### src/rtl/pipe_pkg.sv
// Shared definitions for the fetch->decode stage buffer: occupancy encoding,
// default bubble instruction and the default beat layout.
package pipe_pkg;

    localparam int DEF_DATA_W = 32;
    localparam int DEF_ADDR_W = 14;
    localparam logic [DEF_DATA_W-1:0] NOP_INSTR_DEF = 32'h0000_0013;

    typedef enum logic [1:0] {
        EMPTY = 2'd0,
        HALF  = 2'd1,
        FULL  = 2'd2
    } occ_state_t;

    typedef struct packed {
        logic [DEF_DATA_W-1:0] instr;
        logic [DEF_ADDR_W-1:0] addr;
    } beat_t;

endpackage

### src/rtl/pipe_slot.sv
// One payload register (instruction + address) with load, clear-to-NOP and hold.
module pipe_slot #(
    parameter int DATA_W = 32,
    parameter int ADDR_W = 14,
    parameter logic [DATA_W-1:0] NOP_INSTR = 32'h0000_0013
) (
    input  logic              clk,
    input  logic              rst_n,
    input  logic              load,
    input  logic              clear,
    input  logic [DATA_W-1:0] load_instr,
    input  logic [ADDR_W-1:0] load_addr,
    output logic [DATA_W-1:0] instr,
    output logic [ADDR_W-1:0] addr
);

    logic [DATA_W-1:0] instr_reg;
    logic [ADDR_W-1:0] addr_reg;

    // Clear wins over load so a flush always leaves a clean bubble.
    always_ff @(posedge clk) begin
        if (!rst_n || clear) begin
            instr_reg <= NOP_INSTR;
            addr_reg  <= '0;
        end else if (load) begin
            instr_reg <= load_instr;
            addr_reg  <= load_addr;
        end
    end

    assign instr = instr_reg;
    assign addr  = addr_reg;

endmodule

### src/rtl/pipe_stage_buf.sv
// Fetch->decode stage with valid/ready handshake, 2-entry skid buffer,
// synchronous flush and a saturating stall-cycle counter.
module pipe_stage_buf
    import pipe_pkg::*;
#(
    parameter int DATA_W = 32,
    parameter int ADDR_W = 14,
    parameter logic [DATA_W-1:0] NOP_INSTR = DATA_W'(NOP_INSTR_DEF),
    parameter int CNT_W = 16
) (
    input  logic              clk,
    input  logic              rst_n,
    input  logic              flush_i,
    input  logic              up_valid_i,
    output logic              up_ready_o,
    input  logic [DATA_W-1:0] up_instr_i,
    input  logic [ADDR_W-1:0] up_addr_i,
    output logic              dn_valid_o,
    input  logic              dn_ready_i,
    output logic [DATA_W-1:0] dn_instr_o,
    output logic [ADDR_W-1:0] dn_addr_o,
    output logic [CNT_W-1:0]  stall_cnt_o
);

    localparam logic [CNT_W-1:0] CNT_MAX = '1;

    occ_state_t state_reg, state_next;
    logic ready_reg;
    logic [CNT_W-1:0] stall_cnt_reg;

    logic accept, drain;
    logic main_load, main_clear, main_from_skid;
    logic skid_load, skid_clear;
    logic [DATA_W-1:0] main_instr, skid_instr, main_load_instr;
    logic [ADDR_W-1:0] main_addr, skid_addr, main_load_addr;

    assign accept = up_valid_i & ready_reg;
    assign drain  = dn_valid_o & dn_ready_i;

    always_ff @(posedge clk) begin
        if (!rst_n) begin
            state_reg <= EMPTY;
            ready_reg <= 1'b0;
        end else begin
            state_reg <= state_next;
            ready_reg <= (state_next != FULL);
        end
    end

    always_comb begin
        state_next     = state_reg;
        main_load      = 1'b0;
        main_clear     = 1'b0;
        main_from_skid = 1'b0;
        skid_load      = 1'b0;
        skid_clear     = 1'b0;
        if (flush_i) begin
            state_next = EMPTY;
            main_clear = 1'b1;
            skid_clear = 1'b1;
        end else begin
            case (state_reg)
                EMPTY: begin
                    if (accept) begin
                        state_next = HALF;
                        main_load  = 1'b1;
                    end
                end
                HALF: begin
                    if (accept && !drain) begin
                        state_next = FULL;
                        skid_load  = 1'b1;
                    end else if (!accept && drain) begin
                        state_next = EMPTY;
                        main_clear = 1'b1;
                    end else if (accept && drain) begin
                        main_load = 1'b1;
                    end
                end
                FULL: begin
                    if (drain) begin
                        state_next     = HALF;
                        main_load      = 1'b1;
                        main_from_skid = 1'b1;
                        skid_clear     = 1'b1;
                    end
                end
                default: begin
                    state_next = EMPTY;
                    main_clear = 1'b1;
                    skid_clear = 1'b1;
                end
            endcase
        end
    end

    assign main_load_instr = main_from_skid ? skid_instr : up_instr_i;
    assign main_load_addr  = main_from_skid ? skid_addr  : up_addr_i;

    pipe_slot #(.DATA_W(DATA_W), .ADDR_W(ADDR_W), .NOP_INSTR(NOP_INSTR)) u_main (
        .clk        (clk),
        .rst_n      (rst_n),
        .load       (main_load),
        .clear      (main_clear),
        .load_instr (main_load_instr),
        .load_addr  (main_load_addr),
        .instr      (main_instr),
        .addr       (main_addr)
    );

    pipe_slot #(.DATA_W(DATA_W), .ADDR_W(ADDR_W), .NOP_INSTR(NOP_INSTR)) u_skid (
        .clk        (clk),
        .rst_n      (rst_n),
        .load       (skid_load),
        .clear      (skid_clear),
        .load_instr (up_instr_i),
        .load_addr  (up_addr_i),
        .instr      (skid_instr),
        .addr       (skid_addr)
    );

    // Flush does not touch the counter: it measures downstream pressure, not pipeline contents.
    always_ff @(posedge clk) begin
        if (!rst_n) begin
            stall_cnt_reg <= '0;
        end else if (dn_valid_o && !dn_ready_i && (stall_cnt_reg != CNT_MAX)) begin
            stall_cnt_reg <= stall_cnt_reg + 1'b1;
        end
    end

    assign up_ready_o  = ready_reg;
    assign dn_valid_o  = (state_reg != EMPTY);
    assign dn_instr_o  = main_instr;
    assign dn_addr_o   = main_addr;
    assign stall_cnt_o = stall_cnt_reg;

endmodule

### config.mk
export PLATFORM = sky130hd
export DESIGN_NAME = pipe_stage_buf
export DESIGN_NICKNAME = d
export VERILOG_FILES = /design/src/rtl/pipe_pkg.sv /design/src/rtl/pipe_slot.sv /design/src/rtl/pipe_stage_buf.sv
export SDC_FILE = /design/constraint.sdc
export NUM_CORES = 1
export LEC_CHECK = 0
export CAP_MARGIN = 5
export CORE_MARGIN = 3
export CORE_UTILIZATION = 40
export DETAILED_ROUTE_END_ITERATION = 12
export GPL_TIMING_DRIVEN = 0
export PLACE_DENSITY = 0.77
export SETUP_SLACK_MARGIN = 0.1
export SKIP_CTS_REPAIR_TIMING = 1
export SYNTH_ARGS = -nofsm -noshare
export SYNTH_HDL_FRONTEND = slang
export SYNTH_HIERARCHICAL = 1
export SYNTH_SLANG_ARGS = --single-unit
### constraint.sdc
create_clock -name clk -period 2.7 [get_ports clk]
set_clock_uncertainty 0.05 [all_clocks]
set_input_delay 0.27 -clock clk [delete_from_list [all_inputs] [get_ports clk]]
set_output_delay 0.27 -clock clk [all_outputs]
set_load 0.05 [all_outputs]
## Word-level counts from Yosys, hierarchy flattened

Index checks and enable logic that the tools add are counted.

| storage, ports and cells | value |
|---|---|
| register bits | 111 |
| bits in latches | 0 |
| memory bits (writable) | 0 |
| memory bits (read-only) | 0 |
| input bits | 51 |
| output and inout port bits | 64 |
| logic and storage cells | 55 |
| memories | 0 |

| cells by class | value |
|---|---|
| add/sub/neg operators | 1 |
| multiply operators | 0 |
| div/mod/pow operators | 0 |
| $lt $le $gt $ge | 0 |
| equality and inequality tests | 4 |
| shift-type cells | 0 |
| multiplexer cells | 26 |
| bitwise operators | 2 |
| reductions and logical operators | 15 |

Operator list:

| kind | number |
|---|---|
| two-way mux 32 bit | 1 |
| adder 16 x 1 -> 16 bit, second input constant | 1 |
| != test 16 bit, second input constant | 1 |
| two-way mux 1 bit | 15 |
| two-way mux 14 bit | 1 |
| two-way mux 2 bit | 5 |
| case mux 2 bit (3 select lines) | 1 |
| logical AND 1 bit | 5 |
| logical NOT 1 bit | 4 |
| case mux 1 bit (2 select lines) | 2 |
| OR reduction 2 bit | 2 |
| case mux 1 bit (3 select lines) | 1 |
| AND 1 bit | 2 |
| == test 2 x 1 -> 1 bit, second input constant | 1 |
| == test 2 bit, second input constant | 1 |
| logical NOT 2 bit | 1 |
| logical OR 1 bit | 2 |
| != test 2 bit, second input constant | 1 |
| nonzero test 2 bit | 1 |

## Logic depth before layout (Yosys ltp)

| logic depth | value |
|---|---|
| word-level depth | 8 |
| gate-level depth with buffers | 8 |
| gate-level depth less buffers | 6 |

## By module

Netlist, hierarchy kept.

By module, submodules not included:

| module | times used | cells each | area each (µm²) | seq. area each (µm²) |
|---|---|---|---|---|
| pipe_slot | 2 | 149 | 1,690.4 | 920.9 |
| pipe_stage_buf | 1 | 174 | 1,564.0 | 380.4 |

## Worst setup path after synthesis

OpenSTA, ideal clock, no wires.

| path | value |
|---|---|
| kind | reg-to-reg |
| start | register stall_cnt_reg[0] (netlist: stall_cnt_o[0]) |
| end | register stall_cnt_reg[10] (netlist: stall_cnt_o[10]) |
| library setup time | 91 ps |
| arrival time | 1,995 ps |
| required time | 2,559 ps |
| path slack | 564 ps |
| cell stages (with the launch flop) | 6 |
| path buffers | 0 |
| clock period less this slack | 2,136 ps |
| path through | dfxtp_1 ha_1 nand2_1 nor4_1 a31oi_1 a311oi_1 |

| between the ends | value |
|---|---|
| longest elaborated chain between the ends | 2 |
| elaborated cells between the ends (all ways) | 3 |
| classes of those cells | add/sub (1); eq/ne (1); reduce/logical (1) |

RTL lines:

| element | line | RTL |
|---|---|---|
| start: declaration | pipe_stage_buf.sv:29 | `logic [CNT_W-1:0] stall_cnt_reg;` |
| start signal: assignment | pipe_stage_buf.sv:127 | `stall_cnt_reg <= stall_cnt_reg + 1'b1;` |
| parallel branches: the longest is 2 deep, another holds adder 16 x 1 -> 16 bit | - |  |

Several ways; the timed one is not identified.
A chain may end at the register's enable or synchronous reset.

## Worst setup path after layout

| path | value |
|---|---|
| start | input dn_ready_i |
| end | register u_main.instr_reg[4] (netlist: u_main/instr[4]) |

| between the ends | value |
|---|---|
| elaborated cells between the ends (all ways) | 19 |
| classes of those cells | mux (13); bitwise (1); reduce/logical (5) |

RTL lines:

| element | line | RTL |
|---|---|---|
| start: declaration | pipe_stage_buf.sv:19 | `input logic dn_ready_i,` |
| AND 1 bit | pipe_stage_buf.sv:38 | `assign drain = dn_valid_o & dn_ready_i;` |
| two-way mux 1 bit | pipe_stage_buf.sv:81 | `if (drain) begin` |
| two-way mux 1 bit | pipe_stage_buf.sv:62 | `case (state_reg)` |
| two-way mux 1 bit | pipe_stage_buf.sv:57 | `if (flush_i) begin` |
| two-way mux 32 bit | pipe_stage_buf.sv:97 | `assign main_load_instr = main_from_skid ? skid_instr : up_instr_i;` |
| named net main_load_instr[4] | pipe_stage_buf.sv:34 | `logic [DATA_W-1:0] main_instr, skid_instr, main_load_instr;` |
| end signal: assignment | pipe_slot.sv:26 | `instr_reg <= load_instr;` |
| end: declaration | pipe_slot.sv:17 | `logic [DATA_W-1:0] instr_reg;` |

The timed path passes the listed nets, and every way through them passes these cells.

==> run metrics <==
outcome=complete, no violations; Fill cells=1019; routed vias=3802; Hold Crit Class=in -> reg; min cycle time layout=2330 ps; clock share of power=0.404; Cell Int Power=0.00257 W; Slew Limit Fails=0; PD cells=500 nW/µm²; Combinational Power Share=0.093; vias in the first global route=3902; CTS Sinks=111; syn nets=524; ant diodes=0; Routed WL=11.3 mm; core area=11800 µm²; DR DRC count=0; Layout area overhead=33.1%; Worst VDD drop=317 µV; gr ovfl total=0; Avg WL per Cell=14.8 µm; port bufs=113; Worst path max stage delay=600 ps; Hold Fails Final Rpt=0; Die Wd=117 µm; CP cell instances=clkdlybuf4s50_1 > nand3b_1 > nor2_2 > buf_2 > mux2_2 > a211o_1; die footprint=13700 µm²; sw frac=0.218; crit path kind=in -> reg; Static Leakage=2.19 nW; share of cells above drive strength 1=0.155; Synth Register Bits=111; TritonCTS clock tree=built; Metal-1 WL=5.02 mm; maxcap violations=0; # IOs=115; Peak Freq=430 MHz; fin util=0.560; die height=117 µm; clk buf depth=2; top_reg_cell synth=dfxtp_1; DRT Pass-1 Iters=4; routed wire length on met2=5.60 mm; number of synthesized flops with an enable pin=0; CTS Buf Count=9; CP Data Required Time=2880 ps; worst setup margin=372 ps; clk_lat worst skew=340 ps; Crit-path slowest cell=clkdlybuf4s50_1; initial antenna violation count=0; largest net degree at the start of global routing=17; Final period util=0.862; sum of buffers and inverters on the critical path=2; delay-heaviest family, CP=buffers and inverters; gr usage total=0.170; Nets=648; Yosys warning count=6; Placer Congestion=0.840; DP Wirelength=8.33 mm; Final Total Pwr=0.00329 W; top sig layer=met4; final instance area=6580 µm²; Worst Setup End Kind=register; crit path max fanout=10; clock slew at reported path FFs=70 ps; dpl ws=-24.0 ps; RSZ-0062 raised after global routing=false; Site Rows=39; slew margin rel.=0.295; FF+latch area=2220 µm²; placed cell areas=6280 µm²; # setup viols final=0; critical path arrival=2510 ps; Mean Syn Cell Area=10.5 µm²; vias per cell=4.98; Initial Util=0.420; initial drt markers=173; synth unique cells=47; FFs w/ async S/R, synth=0; Post-DRT Antenna Nets=0; H-tree Lvls=3; sequential area share after synthesis=0.449; synthesized area=4940 µm²; Worst-Margin Slew=1050 ps; switching pwr=0.000718 W; multi-input logic area=2440 µm²; Flop pwr share=0.503; Setup crit start kind=input pin; root buffer cell=clkbuf_16; met3 wire len=574 µm; Gate Count Post-Synth=472; first-pass GRT wire length=18.7 mm
==> cells in the mapped netlist (all sizes together), types with 8 or more instances <==
library cell	instances	area, µm²
dfxtp	111	2220
mux2i	90	901
clkbuf	9	33.8
buf	19	233
nand2	13	48.8
nor2	93	352
o21ai	8	40.0
nand4	8	56.3
nand2b	8	50.1
mux2	46	518
a21oi	8	40.0
==> power by group through the flow <==
stage | logic, W | registers, W | clock network [W]
2_1_floorplan | 0.000132 | 0.00173 | 0
3_3_place_gp | 0.000302 | 0.00169 | 0
3_5_place_dp | 0.000308 | 0.00169 | 0
4_1_cts | 0.000309 | 0.00166 | 0.00138
5_1_grt | 0.000327 | 0.00166 | 0.00144
6_report | 0.000305 | 0.00166 | 0.00133
==> layout by cell type (no fill, tap or decap), drive strengths merged, types with 3 or more instances in the layout <==
cell type      Yosys  layout
and2b              6       6
nand3              4       4
a211o              6       6
clkdlybuf4s50      0     113
clkbuf             9      21
mux2i             90      90
dfxtp            111     111
and3               3       3
nand2             13      13
nor4               4       4
nor2              93      93
buf               19      19
nor3               3       3
a21oi              8       8
mux2              46      46
or3                4       4
o21ai              8       8
nand2b             8       8
inv                3       3
nand4              8       8
==> cell type report <==
| cell class | instances | area share |
|---|---|---|
| Buffer | 28 | 0.0405 |
| Clock buffer | 12 | 0.0390 |
| Clock inverter | 3 | 0.00647 |
| Inverter | 3 | 0.00171 |
| Multi-Input combinational cell | 330 | 0.372 |
| Sequential cell | 111 | 0.338 |
| Tap cell | 164 | 0.0312 |
| Timing Repair Buffer | 113 | 0.172 |
==> stage by stage <==
stage               TNS, ps  instances  hold WS (ps)
floorplan                 0        472           342
global placement          0        749           416
detailed placement    -24.0        749           430
CTS                       0        764           254
global route              0        764           279
finish                    0        764           267
==> worst reg2reg max path: cells and delay by family (launching register included) <==
family          cells  cell delay [ps]
compound gates      1              280
buf+inv             2              580
flops               1              300
mux                 1              370
simple gates        2              600
==> cells by family (layout without fill, tap and decap cells) <==
group / count (synthesis) / after routing / share of synthesized area
and+or+nand+nor: 154 / 154 / 0.149
muxes: 136 / 136 / 0.287
DFF: 111 / 111 / 0.449
AOI/OAI and AO/OA: 38 / 38 / 0.0539
buffers and inverters: 31 / 159 / 0.0562
adders and majority gates: 1 / 1 / 0.00253
xor gates and xnor gates: 1 / 1 / 0.00177
==> routing by layer <==
layer / GRT usage / vias up
met5: 0 / -
met4: 0.0482 / 0
met1: 0.205 / 1813
met3: 0.0463 / 10
met2: 0.298 / 81
li1: - / 1898
==> path summary, 6_finish.rpt <==
kind / startpoint / to / slack, ps / depth (start not counted)
min reg2reg: u_main/instr[18] / u_main/instr[18] / 440 / 2
max: dn_ready_i / u_main/instr[4] / 370 / 6
max reg2reg: state_reg[1] / u_main/instr[4] / 420 / 6
min: flush_i / state_reg[0] / 270 / 2
Note: power is estimated with default switching activity, not from simulation.
